===== config.mk =====
export PLATFORM = sky130hd
export DESIGN_NAME = cdc_hs_rx
export DESIGN_NICKNAME = d
export VERILOG_FILES = /design/src/rtl/cdc_hs_rx.sv
export SDC_FILE = /design/constraint.sdc
export NUM_CORES = 1
export LEC_CHECK = 0
export BUFFER_PORTS_ARGS = -buffer_cell sky130_fd_sc_hd__buf_2
export CORE_MARGIN = 4
export CORE_UTILIZATION = 50
export DETAILED_ROUTE_END_ITERATION = 8
export PLACE_DENSITY = 0.77
export SYNTH_ARGS = -nofsm -noshare
export SYNTH_HDL_FRONTEND = slang
export SYNTH_SLANG_ARGS = --single-unit

===== constraint.sdc =====
create_clock -name clk_d -period 1.8 [get_ports clk_d]
set_input_delay 0.36 -clock clk_d [delete_from_list [all_inputs] [get_ports clk_d]]
set_output_delay 0.36 -clock clk_d [all_outputs]
set_load 0.02 [all_outputs]

===== src/rtl/cdc_hs_rx.sv =====
// Destination-side receive stage of a 4-phase req/ack crossing: captures the
// quasi-static source bus on a synchronised request and returns an ack level.
//
// state | meaning
// IDLE  | waiting for req_d; dout holds the last captured word
// VALID | dout_vld high, waiting for consumer dout_rdy
// ACK   | ack_d high, waiting for req_d to drop; timeout counter running
module cdc_hs_rx #(
  parameter int DATA_WIDTH = 32,
  parameter int CNT_WIDTH  = 16,
  parameter int TMO_CYCLES = 1024
) (
  input  logic                  clk_d,
  input  logic                  rstn_d,
  input  logic                  req_d,
  input  logic [DATA_WIDTH-1:0] data_s,
  output logic                  ack_d,
  output logic [DATA_WIDTH-1:0] dout,
  output logic                  dout_vld,
  input  logic                  dout_rdy,
  output logic                  busy,
  output logic [CNT_WIDTH-1:0]  xfer_cnt,
  output logic                  err
);

  localparam int TW = (TMO_CYCLES > 1) ? $clog2(TMO_CYCLES) : 1;
  localparam logic [TW-1:0] TMO_LAST = TW'(TMO_CYCLES - 1);

  typedef enum logic [1:0] {
    IDLE  = 2'd0,
    VALID = 2'd1,
    ACK   = 2'd2
  } state_t;

  state_t                r_state;
  logic                  r_ack;
  logic [DATA_WIDTH-1:0] r_dout;
  logic                  r_vld;
  logic                  r_busy;
  logic [CNT_WIDTH-1:0]  r_cnt;
  logic                  r_err;
  logic [TW-1:0]         r_tmo;

  always_ff @(posedge clk_d or negedge rstn_d) begin
    if (!rstn_d) begin
      r_state <= IDLE;
      r_ack   <= 1'b0;
      r_dout  <= '0;
      r_vld   <= 1'b0;
      r_busy  <= 1'b0;
      r_cnt   <= '0;
      r_err   <= 1'b0;
      r_tmo   <= '0;
    end else begin
      case (r_state)
        IDLE: begin
          if (req_d) begin
            r_dout  <= data_s;
            r_vld   <= 1'b1;
            r_busy  <= 1'b1;
            r_state <= VALID;
          end
        end
        VALID: begin
          // Early req drop is flagged but the captured word is still delivered.
          if (!req_d) r_err <= 1'b1;
          if (r_vld && dout_rdy) begin
            r_vld   <= 1'b0;
            r_ack   <= 1'b1;
            r_cnt   <= r_cnt + CNT_WIDTH'(1);
            r_tmo   <= '0;
            r_state <= ACK;
          end
        end
        ACK: begin
          if (!req_d) begin
            r_ack   <= 1'b0;
            r_busy  <= 1'b0;
            r_state <= IDLE;
          end else if (r_tmo == TMO_LAST) begin
            // Saturate and stay in ACK; recovery is left to the source or reset.
            r_err <= 1'b1;
          end else begin
            r_tmo <= r_tmo + TW'(1);
          end
        end
        default: begin
          r_state <= IDLE;
          r_ack   <= 1'b0;
          r_vld   <= 1'b0;
          r_busy  <= 1'b0;
        end
      endcase
    end
  end

  assign ack_d    = r_ack;
  assign dout     = r_dout;
  assign dout_vld = r_vld;
  assign busy     = r_busy;
  assign xfer_cnt = r_cnt;
  assign err      = r_err;

endmodule


==> run_results.csv <==
group,metric,value,unit
outcome,outcome,"finished, final reports clean",
timing,fmax,609,MHz
routing,wl_met2,2610,um
power_and_ir_drop,power.net_switching,0.00209,W
routing,detail_route.wl_per_cell,14.8,um
synth,yosys_register_bits,64,
routing,vias,2045,
floorplanning,die_width,82.6,um
power_and_ir_drop,internal_power,0.00359,W
clock_tree,cts_max_level,3,
routing,drt_iter0_drc,91,
routing,drc,0,
power_and_ir_drop,pwr-share-clk,0.231,
clock_tree,numCtsBuffers,9,
timing,min_period_over_period,0.913,
floorplanning,core,0.00524,mm2
placed_design,gp_congestion,0.890,
timing,finalHoldViolCount,0,
worst_setup_path,cp.required,1990,ps
clock_tree,cts_root_buf,"clkbuf_8",
global_route,grt_pass1_vias,1868,
worst_setup_path,regToRegSetupSlack,160,ps
timing,period_minus_slack,1640,ps
worst_setup_path,critPathMaxFanout,5,
final_layout,stdcell_count,392,
global_route,grt-ovfl-total,0,
clock_tree,clockBufferDepth,2,
floorplanning,dieArea,0.00682,mm2
worst_setup_path,critPathLaunchType,"flop",
power_and_ir_drop,power.density,1600,mW/mm2
final_layout,finalNetCount,355,
timing,rsz0062_at_grt,"false",
routing,dr.max_layer_used,"met4",
routing,wl_met1,2560,um
clock_tree,cts_hold_buf,0,
clock_tree,clk_pin_slew_worst_paths,70,ps
timing,slew_headroom,0.717,
floorplanning,num_io_pins,88,
power_and_ir_drop,pwr-share-comb,0.370,
placed_design,dp_hpwl,4240,um
routing,firstDrtPassIters,4,
final_layout,diodes,0,
clock_tree,clock_latency,330,ps
power_and_ir_drop,peakVddDrop,0.000904,V
global_route,grt_max_degree,65,
timing,timing.setup.tns,0,ps
global_route,grt_pass1_wl,8910,um
global_route,grtUsageTotal,0.176,
timing,fin_skew,6.94,ps
power_and_ir_drop,switching_share,0.369,
synth,synth_cells,219,
global_route,antenna_found_initial,0,
routing,vias_per_cell,5.22,
worst_setup_path,critical_path_class,"flop to flop",
timing,tightestPinTransition,422,ps
timing,maxSlewViolCount,0,
worst_setup_path,arrival,1840,ps
synth,synth_cell_types,42,
clock_tree,cts_setup_buffers,0,
routing,antenna_left,0,
final_layout,synthToLayoutAreaGrowth,27.6,%
floorplanning,start_util,0.531,
final_layout,drive_gt1_frac,0.429,
synth,syn_nets,257,
synth,ys_seq_area_frac,0.576,
synth,syn_area_per_cell,12.7,um2
floorplanning,num_rows,26,
clock_tree,cts_sinks,64,
timing,setup_violations,0,
final_layout,fin_util,0.678,
hold_path,hp-class,"input port to async pin",
placed_design,placed_cells,376,
synth,netlist_area,0.00278,mm2
power_and_ir_drop,p_leak,1.72,nW
power_and_ir_drop,seqPwrFrac,0.399,
routing,met3_length,535,um
clock_tree,cts_tree,"built",
worst_setup_path,endpoint_kind,"flop",
floorplanning,die-height,82.6,um
synth,synth_warnings,0,
flow_run,drv_cap,0,
routing,finalWirelength,5790,um
placed_design,portBuffers,87,
-- path summary, 6_finish.rpt --
path / from / endpoint / depth (start not counted)
setup / recovery: r_tmo[0]$_DFFE_PN0P_ / r_tmo[6]$_DFFE_PN0P_ / 5
hold / removal: rstn_d / dout[0]$_DFFE_PN0P_ / 2
setup reg to reg: r_tmo[0]$_DFFE_PN0P_ / r_tmo[6]$_DFFE_PN0P_ / 5
hold reg to reg: dout[25]$_DFFE_PN0P_ / dout[25]$_DFFE_PN0P_ / 1
max in group asynchronous: rstn_d / dout[25]$_DFFE_PN0P_ / 2
min in group clk_d: data_s[28] / dout[28]$_DFFE_PN0P_ / 2
-- worst max-delay path, stage by stage (launching register included) --
cell and delay [ps]:
dfrtp_1 380, ha_1 250, nand4_2 180, or3_1 440
a41oi_1 220, a31oi_1 50
-- power groups by stage --
stage                     Sequential (W)  Clock (W)  Combinational (W)
after floorplan                  0.00279          0           0.000867
after global placement           0.00226          0            0.00209
after detailed placement         0.00230          0            0.00213
after CTS                        0.00227    0.00133            0.00213
after global routing             0.00234    0.00140            0.00229
final                            0.00227    0.00131            0.00210
-- cells by family after synthesis --
family                     count (synthesis)  synth area share
xor gates and xnor gates                  15            0.0472
AOI/OAI and AO/OA                         28            0.0634
DFF                                       64             0.576
adders and majority gates                  3            0.0126
muxes                                     32             0.129
buffers and inverters                     14            0.0265
and+or+nand+nor                           63             0.145
-- metrics by stage --
step	hold WS, ps	power [W]	setup slack [ps]	cell area, um2
4_1_cts	44.9	0.00573	126	3550
6_report	39.5	0.00568	157	3550
5_1_grt	57.4	0.00603	50.0	3550
2_1_floorplan	64.4	0.00365	277	2780
3_3_place_gp	397	0.00435	236	3340
3_5_place_dp	396	0.00443	127	3340
-- registers in the layout (all words and copies together) (netlist names) --
| signal | cells |
|---|---|
| dout | 32 |
| xfer_cnt | 16 |
| r_tmo | 10 |
| r_state | 2 |
| ack_d | 1 |
| busy | 1 |
| dout_vld | 1 |
| err | 1 |
-- routing by layer --
metal,vias up,track usage
li1,987,-
met1,963,0.239
met2,87,0.271
met3,8,0.0423
met4,0,0.0735
met5,-,0
-- cell usage in the layout, fill, tap and decap left out, types with 3 or more instances in the layout --
master | netlist | final
xnor2_1 | 12 | 12
and2_1 | 3 | 3
inv_1 | 7 | 7
and4_1 | 4 | 4
a21oi_1 | 4 | 4
clkbuf_8 | 0 | 9
nand2_1 | 20 | 20
o21ai_1 | 4 | 4
nand4_1 | 7 | 7
clkinv_2 | 0 | 3
nand3_1 | 4 | 4
mux2_1 | 10 | 10
buf_2 | 2 | 87
dfrtp_1 | 64 | 64
nor2_1 | 7 | 7
and3_1 | 3 | 3
xor2_1 | 3 | 3
buf_4 | 3 | 4
mux2_2 | 22 | 22
a31oi_1 | 9 | 9
-- synthesized netlist by cell type --
cell type | count | area, um2
nand3b_1 | 1 | 7.51
a31oi_1 | 9 | 56.3
a211oi_1 | 1 | 7.51
buf_6 | 1 | 11.3
dfrtp_1 | 64 | 1600
a311oi_1 | 2 | 17.5
nor2_1 | 7 | 26.3
inv_2 | 1 | 3.75
or3_1 | 1 | 6.26
nor2_2 | 1 | 6.26
mux2_1 | 10 | 113
nor4_4 | 2 | 42.5
o31a_1 | 1 | 8.76
xnor2_1 | 12 | 105
nand4b_4 | 1 | 23.8
a21oi_1 | 4 | 20.0
nand2b_1 | 2 | 12.5
ha_1 | 2 | 25.0
and3_1 | 3 | 18.8
nor3_1 | 1 | 5.00
inv_1 | 7 | 26.3
o22ai_1 | 2 | 12.5
buf_4 | 3 | 22.5
nor4b_2 | 1 | 15.0
nand4_1 | 7 | 43.8
buf_2 | 2 | 10.0
o31ai_1 | 2 | 15.0
xor2_1 | 3 | 26.3
nand4_2 | 1 | 12.5
nor3_2 | 1 | 10.0
a41oi_1 | 1 | 8.76
and3b_1 | 1 | 8.76
nand2_1 | 20 | 75.1
mux2_2 | 22 | 248
nor2b_1 | 1 | 6.26
and4_1 | 4 | 35.0
nand3_1 | 4 | 20.0
and2_1 | 3 | 18.8
o21ai_1 | 4 | 20.0
and4b_1 | 1 | 10.0
o21ai_0 | 2 | 10.0
maj3_1 | 1 | 10.0
-- timing repair --
item	in CTS	in global routing
endpoints found under the hold margin	0	0
resized for setup	0	0
setup endpoints to repair	0	1
-- layout make-up --
class                   instances  area, um2
clock buffers                  10        128
fillers                       423       1690
inverters                       8       30.0
clock inverters                 6       83.8
well taps                      70       87.6
multi-input cells             141       1110
flip-flops and latches         64       1600
repair buffers                 93        505
Power figures use the tool's default switching activity.
